[src/rtl/map_access_arbiter.sv]
// map_access_arbiter
//    Shares one combinational map ROM lookup port between two requesters: the
//    VGA renderer (r0) and the game-logic collision query (r1). Requesters pass a
//    screen-relative column. This block owns the horizontal scroll offset and turns
//    that column into an absolute map column, wrapping modulo COLS. The ROM result
//    is registered and returned one cycle after the grant.
//
// Ports
//    clk, rst            system clock, synchronous active-high reset
//    scroll_step         pulse, advances scroll_col by one (wraps COLS-1 -> 0)
//    scroll_col          absolute map column shown at screen column 0
//    r0_req/row/col      renderer request, held until r0_gnt
//    r0_gnt              renderer granted this cycle (combinational)
//    r0_valid/r0_data    renderer response, one-cycle pulse
//    r1_req/row/col      game-logic request, held until r1_gnt
//    r1_gnt              game-logic granted this cycle (combinational)
//    r1_valid/r1_data    game-logic response, one-cycle pulse
//    rsp_err             alongside a valid pulse: request was out of range, data is 0
//    map_x/map_y         row / absolute column presented to the map ROM
//    map_data            map ROM entry for map_x/map_y
module map_access_arbiter #(
   parameter int ROWS       = 5,
   parameter int COLS       = 100,
   parameter int ROW_W      = 3,
   parameter int COL_W      = 7,
   parameter int DATA_W     = 15,
   parameter int STARVE_MAX = 4
) (
   input  logic              clk,
   input  logic              rst,
   input  logic              scroll_step,
   output logic [COL_W-1:0]  scroll_col,
   input  logic              r0_req,
   input  logic [ROW_W-1:0]  r0_row,
   input  logic [COL_W-1:0]  r0_col,
   output logic              r0_gnt,
   output logic              r0_valid,
   output logic [DATA_W-1:0] r0_data,
   input  logic              r1_req,
   input  logic [ROW_W-1:0]  r1_row,
   input  logic [COL_W-1:0]  r1_col,
   output logic              r1_gnt,
   output logic              r1_valid,
   output logic [DATA_W-1:0] r1_data,
   output logic              rsp_err,
   output logic [ROW_W-1:0]  map_x,
   output logic [COL_W-1:0]  map_y,
   input  logic [DATA_W-1:0] map_data
);

   localparam int CNT_W = $clog2(STARVE_MAX + 1);

   logic [CNT_W-1:0] starve_cnt;
   logic             starve_hit;
   logic             any_gnt;
   logic [ROW_W-1:0] sel_row;
   logic [COL_W-1:0] sel_col;
   logic             sel_err;
   logic [COL_W:0]   sum;
   logic [COL_W:0]   wrapped;

   // r1 overrides r0 only after it has been denied STARVE_MAX cycles in a row
   assign starve_hit = (starve_cnt == CNT_W'(STARVE_MAX)) && r1_req;

   always_comb begin
      r0_gnt = 1'b0;
      r1_gnt = 1'b0;
      if (!rst) begin
         if (r0_req && !starve_hit) begin
            r0_gnt = 1'b1;
         end else if (r1_req) begin
            r1_gnt = 1'b1;
         end
      end
   end

   assign any_gnt = r0_gnt | r1_gnt;
   assign sel_row = r1_gnt ? r1_row : r0_row;
   assign sel_col = r1_gnt ? r1_col : r0_col;
   assign sel_err = (sel_row >= ROW_W'(ROWS)) || (sel_col >= COL_W'(COLS));

   // both operands are below COLS when in range, so one subtraction is enough
   assign sum     = {1'b0, scroll_col} + {1'b0, sel_col};
   assign wrapped = (sum >= (COL_W+1)'(COLS)) ? sum - (COL_W+1)'(COLS) : sum;

   assign map_x = any_gnt ? sel_row : '0;
   assign map_y = any_gnt ? wrapped[COL_W-1:0] : '0;

   always_ff @(posedge clk) begin
      if (rst) begin
         scroll_col <= '0;
         starve_cnt <= '0;
         r0_valid   <= 1'b0;
         r1_valid   <= 1'b0;
         r0_data    <= '0;
         r1_data    <= '0;
         rsp_err    <= 1'b0;
      end else begin
         if (scroll_step) begin
            scroll_col <= (scroll_col == COL_W'(COLS - 1)) ? '0 : scroll_col + COL_W'(1);
         end

         if (!r1_req || r1_gnt) begin
            starve_cnt <= '0;
         end else if (starve_cnt != CNT_W'(STARVE_MAX)) begin
            starve_cnt <= starve_cnt + CNT_W'(1);
         end

         r0_valid <= r0_gnt;
         r1_valid <= r1_gnt;
         rsp_err  <= any_gnt & sel_err;
         if (r0_gnt) begin
            r0_data <= sel_err ? '0 : map_data;
         end
         if (r1_gnt) begin
            r1_data <= sel_err ? '0 : map_data;
         end
      end
   end

endmodule

[config.mk]
export PLATFORM = sky130hd
export DESIGN_NAME = map_access_arbiter
export DESIGN_NICKNAME = d
export VERILOG_FILES = /design/src/rtl/map_access_arbiter.sv
export SDC_FILE = /design/constraint.sdc
export NUM_CORES = 1
export LEC_CHECK = 0
export BUFFER_PORTS_ARGS = -buffer_cell sky130_fd_sc_hd__buf_2
export CORE_MARGIN = 3
export CORE_UTILIZATION = 45
export CTS_CLUSTER_DIAMETER = 200
export DETAILED_ROUTE_END_ITERATION = 12
export PLACE_DENSITY_LB_ADDON = 0.1
export SETUP_SLACK_MARGIN = 0.05
export SLEW_MARGIN = 20
export SYNTH_ARGS = -nofsm -noshare
export SYNTH_HDL_FRONTEND = slang
export SYNTH_SLANG_ARGS = --single-unit
[constraint.sdc]
create_clock -name clk -period 6.22 [get_ports clk]
set_input_delay 0 -clock clk [delete_from_list [all_inputs] [get_ports clk]]
set_output_delay 0 -clock clk [all_outputs]
set_load 0.1 [all_outputs]
==> results of run 1 <==
[worst min-delay path, delay by kind of cell]
kind | cells | cell delay [ns]
buf+inv | 1 | 0.16
mux | 1 | 0.09
simple gates | 1 | 0.07
[cell usage in the layout, fill, tap and decap left out, types with 5 or more instances in the layout]
cell                            Yosys  layout
sky130_fd_sc_hd__clkbuf_8           1       5
sky130_fd_sc_hd__nand3_1           37      37
sky130_fd_sc_hd__a21oi_1           38      38
sky130_fd_sc_hd__buf_2              4      91
sky130_fd_sc_hd__nor2_1            14      14
sky130_fd_sc_hd__xor2_1             7       7
sky130_fd_sc_hd__inv_1              6       6
sky130_fd_sc_hd__and2_1             5       5
sky130_fd_sc_hd__dfxtp_1           43      43
sky130_fd_sc_hd__mux2_2             7       7
sky130_fd_sc_hd__ha_1              14      14
sky130_fd_sc_hd__dlygate4sd3_1      0      17
sky130_fd_sc_hd__o21ai_0            8       8
sky130_fd_sc_hd__nand2_1           46      46
[logic make-up (layout without fill, tap and decap cells)]
kind of cell    after synthesis  after routing  share of synthesized area
simple gates                126            126                      0.259
compound gates               68             68                      0.177
buf+inv                      25            123                     0.0525
mux                          10             10                     0.0448
xor+xnor                      9              9                     0.0324
fa+ha+maj                    15             15                     0.0803
flops                        43             43                      0.354
[Yosys cell counts, drive strengths merged, types with 2 or more instances]
library cell and instances:
ha 14, a22o 3, mux2i 3, xor2 7, or2b 2, and2 5, o21ai 10, nand4 4
a21o 3, o2111ai 3, a21boi 2, nor2 14, nand3 37, buf 7, inv 6, dfxtp 43
nand2 46, xnor2 2, nand3b 3, o311ai 2, clkbuf 12, a21oi 39, or3 4, mux2 7
[path summary, 6_finish.rpt]
check / from / endpoint / slack, ns / cells past startpoint
worst max register to register: starve_cnt[0]$_SDFFE_PP0P_ / r0_data[11]$_SDFFE_PP0P_ / 3.66 / 9
worst min-delay path: scroll_step / scroll_col[1]$_SDFFE_PP0P_ / 0.06 / 3
worst min register to register: r1_data[7]$_SDFFE_PP0N_ / r1_data[7]$_SDFFE_PP0N_ / 0.45 / 2
worst max-delay path: starve_cnt[0]$_SDFFE_PP0P_ / map_y[6] / 1.32 / 16
[routing by layer]
layer | GRT usage | wire, µm | part of all wire
met5 | 0 | 0 | 0
met4 | 0.0309 | 27 | 0.0042
met3 | 0.0564 | 430 | 0.066
met2 | 0.307 | 2800 | 0.43
met1 | 0.302 | 3220 | 0.50
[flip-flops by register name, summed over array words and instances, names as in the netlist]
name / count
rsp_err: 1
r0_valid: 1
r1_data: 15
scroll_col: 7
r1_valid: 1
starve_cnt: 3
r0_data: 15
[through the flow]
step                hold WS (ns)  power (W)  area, µm²  setup slack (ns)  std cells
finish                    0.0649   0.000810       3180              1.32        464
global route              0.0674   0.000844       3180              1.00        464
detailed placement         0.271   0.000555       2880              1.67        439
global placement           0.264   0.000554       2880              1.85        439
CTS                       0.0568   0.000813       3180              1.34        464
floorplan                  0.106   0.000508       2430             0.997        296
[final cells by class]
type | count | area (µm²) | area share
multi-input cells | 228 | 1450 | 0.454
flip-flops and latches | 43 | 861 | 0.270
repair buffers | 109 | 633 | 0.199
well taps | 70 | 87.6 | 0.0275
clock buffers | 6 | 72.6 | 0.0228
clock inverters | 2 | 60.1 | 0.0189
inverters | 6 | 22.5 | 0.00708
[power by group]
group	switching (W)	total, W	internal [W]
Sequential	0.00000706	0.000292	0.000285
Clock	0.0000919	0.000252	0.000161
Combinational	0.000200	0.000265	0.0000651
Total	0.000299	0.000810	0.000511
==> results.txt, run 1 <==
* Root buffer cell: sky130_fd_sc_hd__clkbuf_8
- VDD sags by at most 0.175 mV.
- Clock tree synthesis found a total of 43 sinks.
- Total global routing overflow: 0
- The worst setup path is captured at an output port.
* Critical-path cell list: inv_1 > ha_1 > nand2_1 > a21boi_1 > mux2_2 > ha_1 > fa_1 > xor2_1 > inv_1 > ha_1 > or2b_1 > nand3b_1 > o2111ai_1 > or3_1 > a21oi_1 > buf_2
* Worst path arrival time: 4.90 ns
* CP Launch Type: flop
- Crit path required time: 6.22 ns
- Type of the worst min-delay path: in -> reg
* Residual DRC count: 0
- Post-synthesis sequential area ratio: 0.354
- Headroom to the max-slew limit: 0.287
- After clock tree synthesis, the clock-pin slew on the worst setup and hold paths is 0.08 ns.
- On the critical path the largest part of the delay comes from compound AO/OA/AOI/OAI gates.
- The tool flagged a number of max-cap violations equal to 0.
- The hold violation count in the final report came to 0.
* Power density normalized to cell area: 254 nW/µm²
- The clock passes through at most 2 buffers.
- Counting flops with an async set or reset pin after synthesis yields a share of 0.
- Number of gates resized after CTS: 0
* Cts bufs inserted: 5
- Counting every instance in the synthesized netlist gives 296.
- The first global-routing pass estimated 10,400 µm of wire.
- For this run, the post-layout net count is 448.
* Number of global-route vias before repair: 2,170
- The floorplan step defined a die boundary enclosing 6320 µm².
- The die is 79.5 µm wide.
- Insertion delay of the later-clocked pin in the worst-skew pair: 0.28 ns
- Derived from the worst setup path, the maximum achievable clock frequency is 204 MHz.
* Clock period minus worst slack: 4.90 ns
* WS Path Type: reg -> out
- Antenna Violating Nets Remaining: 0
* Count of flip-flops with a built-in enable after synthesis: 0
- Post-Synthesis Net Count: 351
* Largest net degree at the start of global routing: 38
- The first detailed-routing pass ran for 4 iterations.
- Final setup violation count: 0
* DP Wirelength: 4800 µm
- Filler Cell Count: 502
- Post-CTS setup repair buffer count: 0
- Average via count per standard cell: 5.24
- Top-area cell type share of the netlist area: 0.354
- The run finished with clean final reports.
- Along the worst path, the maximum fanout reaches 13.
* Final count of pins violating max slew: 0
- Violation count after the first detailed-routing iteration: 84
* Worst Clk Skew: 0.00895 ns
- In the final layout, the share of cells above drive strength 1 is 0.297.
- Largest cells by area after synthesis: sky130_fd_sc_hd__dfxtp_1, sky130_fd_sc_hd__a21oi_1, sky130_fd_sc_hd__nand3_1, sky130_fd_sc_hd__ha_1, sky130_fd_sc_hd__nand2_1
* Number of placed I/O pins: 92
- Of the available clock period, the critical path in the final layout requires 0.788.
- Final Util: 0.615
* Relative area change from synthesis to final layout: 30.9%
- The congestion estimate from routability-driven global placement came to 0.774.
- Syn_area_per_cell: 8.21 µm²
- Antenna Diode Count: 0
* Area of the core: 5170 µm²
- Standby leakage power: 1.44 nW
- Synthesis inferred 43 register bits.
- The biggest area contributor in the post-synthesis netlist is sky130_fd_sc_hd__dfxtp_1.
* Count of distinct cell types in the synthesized netlist: 51
* Number of buffer and inverter instances along the worst setup path: 3
- TritonCTS built the clock tree.
- At the pin with the least slew margin, the transition time is 1.07 ns.
- For this run, the slowest stage of the critical path takes 0.85 ns.
- Count of yosys warnings during synthesis: 0
- The count of buffers added on input and output ports is 91.
- Counting stages on the worst path, the most repeated cell is sky130_fd_sc_hd__ha_1.
* Synthesized area: 2430 µm²
* Via count: 2,433
- For this configuration, the core starts out at a cell density of 0.470.
* Htree depth: 2
* Average wire per standard cell: 14.0 µm
- In the synthesized netlist the dominant register cell turns out to be sky130_fd_sc_hd__dfxtp_1.
- Hold-fix buffer count after cts: 17
* Antenna violations before repair: 0
- Setup tns final: 0 ns
* Number of rows created at floorplan: 26
- Unrepaired setup endpoints after global routing: false
- Wires add up to 6480 µm.
- In this run the vertical extent of the chip is 79.5 µm.
- Critical-path cell with the highest stage delay: sky130_fd_sc_hd__a21boi_1
- Across every metal layer, demand over resource in global routing totals 0.206.
(Power assumes the default switching activity.)
==> run 2: changes to the inputs <==
==> constraint.sdc (replaced) <==
create_clock -name clk -period 4.55 [get_ports clk]
set_input_delay 0 -clock clk [delete_from_list [all_inputs] [get_ports clk]]
set_output_delay 0 -clock clk [all_outputs]
set_load 0.1 [all_outputs]
==> results.txt, run 2 (synthesis results as in run 1) <==
- The largest registers in the layout are r0_data: 15 flops, r1_data: 15 flops, scroll_col: 7 flops.
- The number of ports placed on the die boundary came to 92 (unchanged).
- CP Launch Type: flop
- The root buffer cell chosen for the clock tree is sky130_fd_sc_hd__clkbuf_8.
- GP Congestion: 0.845 (+9.1%)
* Number of nets in the layout: 448 (unchanged)
- Based on the critical path, the design can be clocked at up to 241 MHz.
- The hold violation count in the final report came to 0 (unchanged).
- Clock sink count: 43 (unchanged)
- The worst-case clock buffer depth is 2 (unchanged).
- The count of routing violations after the opening detailed-route iteration was 122 (+45%).
* Max-cap violation count: 0 (unchanged)
- The ratio of total power to cell area is 314 nW/µm² (+24%).
- The leakage power came to 1.45 nW (+0.39%).
- Among the stages of the critical path, the cell type that occurs most often is sky130_fd_sc_hd__ha_1.
- The largest voltage drop on the vdd net is 0.246 mV (+41%).
- Number of global-route vias before repair: 2,179 (+0.41%)
* Initial Util: 0.470 (unchanged)
* Unrepaired setup endpoints after global routing: false
- Actual transition at the worst max-transition pin: 1.07 ns (+0.000430 ns)
- The buffer count from post-CTS setup fixing was 0 (unchanged).
- Leading cell types in the layout, fill and taps excluded: sky130_fd_sc_hd__buf_2, sky130_fd_sc_hd__nand2_1, sky130_fd_sc_hd__dfxtp_1
- Average via count per standard cell: 5.28 (+0.78%)
* Final count of pins violating max slew: 0 (unchanged)
* Total detailed-routing wirelength: 6560 µm (+1.2%)
- The setup slack after layout was 0.396 ns (-0.923 ns).
- The layout cell share with drive strength beyond 1 was 0.315 (+0.0178).
* Critical-path cell list: inv_1 > ha_1 > nand2_1 > a21boi_1 > buf_4 > mux2_2 > ha_1 > fa_1 > xor2_1 > inv_1 > ha_1 > or2b_1 > nand3b_1 > o2111ai_1 > or3_1 > a21oi_4 > buf_12
- Number of rows created at floorplan: 26 (unchanged)
- Average wire per standard cell: 14.1 µm (+1.2%)
- Area of all placed cells without fillers: 3260 µm² (+2.3%)
* Total global routing overflow: 0 (unchanged)
* Via count: 2,452 (+0.78%)
- TritonCTS built the clock tree.
- Worst path arrival time: 4.15 ns (-0.75 ns)
- Overall die height: 79.5 µm (unchanged)
- Clock period minus worst slack: 4.15 ns
- The delay of the slowest cell on the worst path was 0.44 ns (-0.41 ns).
* WS Path Type: reg -> out
- The area of the die was 6320 µm² (unchanged).
* Crit path required time: 4.55 ns (-1.67 ns)
- Htree depth: 2 (unchanged)
* Minimum setup slack after placement: 0.659 ns (-1.01 ns)
- The count of buffer and inverter cells on the critical path came to 4 (+1).
- The largest individual stage delay along the critical path comes from the cell sky130_fd_sc_hd__fa_1.
- The number of fill cells in the layout came to 490 (-2.4%).
- The count of input and output buffers is 91 (unchanged).
- The total iterations of the first detailed-routing run is 4 (unchanged).
- Total track usage: 0.209 (+0.00258)
- Maximum fanout encountered on the critical timing path: 13 (unchanged)
* Cts bufs inserted: 5 (unchanged)
- The worst hold path belongs to the class in -> reg.
- Global-route wire length before repair: 10,500 µm (+1.4%)
* DP Wirelength: 4720 µm (-1.5%)
* Largest net degree at the start of global routing: 37 (-2.6%)
* Antenna violations before repair: 0 (unchanged)
- The worst clock skew on the final layout came to 0.00822 ns (-0.000727 ns).
- Die Wd: 79.5 µm (unchanged)
- Crit share post-route: 0.913
* Crit-path leading delay family: adder cells
* Antenna Violating Nets Remaining: 0 (unchanged)
- Final setup violation count: 0 (unchanged)
- STA classifies the critical path endpoint as an output port.
* Most common cell after layout, fill and taps aside: sky130_fd_sc_hd__buf_2
- The normalized max-slew margin came to 0.280 (-0.00629).
- Status: complete, no violations
- The clock slew seen by the registers of the worst setup and hold paths came to 0.07 ns (about the same).
- The total DRC errors in the routed layout came to 0 (unchanged).
- Setup tns final: 0 ns (unchanged)
- Worst Hold Slack: 0.0216 ns (-0.0433 ns)
- Relative area change from synthesis to final layout: 34.0%
- The clock latency reported for the late side of the worst-skew pair was 0.29 ns (about the same).
* Area of the core: 5170 µm² (unchanged)
- Antenna Diode Count: 0 (unchanged)
- The post-place instance area was 3010 µm² (+4.4%).
## run 2: cell types whose count changed in the layout (fill, tap and decap cells not counted), moves of 2 or more
cell                            change
sky130_fd_sc_hd__buf_2              -5
sky130_fd_sc_hd__mux2i_1            -2
sky130_fd_sc_hd__bufinv_16          -2
sky130_fd_sc_hd__buf_12             +5
sky130_fd_sc_hd__buf_4              +2
sky130_fd_sc_hd__mux2i_4            +2
sky130_fd_sc_hd__dlygate4sd3_1      -2
## run 2: power breakdown
part	switching, W	internal, W
logic	0.000282	0.000111
registers	0.00000890	0.000390
clock network	0.000124	0.000107
total	0.000415	0.000609
## run 2: metrics by stage
stage                     utilization  instances  power [W]
after floorplan                     -        296   0.000703
after global placement          0.581        441   0.000788
after detailed placement        0.581        441   0.000789
after CTS                       0.627        464    0.00103
after global routing            0.630        464    0.00107
final                           0.630        464    0.00102
## run 2: layout make-up
class / instances / area, µm² / share of cell area
Clock buffer: 6 / 72.6 / 0.0223
Clock inverter: 2 / 12.5 / 0.00384
Inverter: 6 / 22.5 / 0.00692
Multi-Input combinational cell: 228 / 1500 / 0.460
Sequential cell: 43 / 861 / 0.264
Tap cell: 70 / 87.6 / 0.0269
Timing Repair Buffer: 109 / 703 / 0.216
## run 2: metal layers
layer,vias up,global-route usage,wire [µm]
met3,4,0.0530,429
met1,1128,0.309,3160
met4,0,0.0395,41
met2,81,0.307,2930
li1,1239,-,-
met5,-,0,0
## run 2: what timing repair did
| item | CTS | global route |
|---|---|---|
| resized for setup | 0 | 1 |
| hold buffers | 15 | 0 |
| endpoints found under the setup margin | 0 | 1 |
| endpoints found under the hold margin | 30 | 0 |
## run 2: worst min-delay path, stage by stage
cell	delay, ns
sky130_fd_sc_hd__buf_2	0.13
sky130_fd_sc_hd__o21ai_0	0.08
sky130_fd_sc_hd__nor4_1	0.05
## run 2: worst paths after layout
path              slack, ns                          to                       start  cells past startpoint
hold reg to reg        0.45  starve_cnt[0]$_SDFFE_PP0P_  starve_cnt[0]$_SDFFE_PP0P_                      1
hold / removal         0.02  starve_cnt[2]$_SDFFE_PP0P_                      r1_req                      3
setup reg to reg       2.39     r1_data[2]$_SDFFE_PP0N_  starve_cnt[0]$_SDFFE_PP0P_                      7
setup / recovery       0.40                    map_y[6]  starve_cnt[0]$_SDFFE_PP0P_                     17
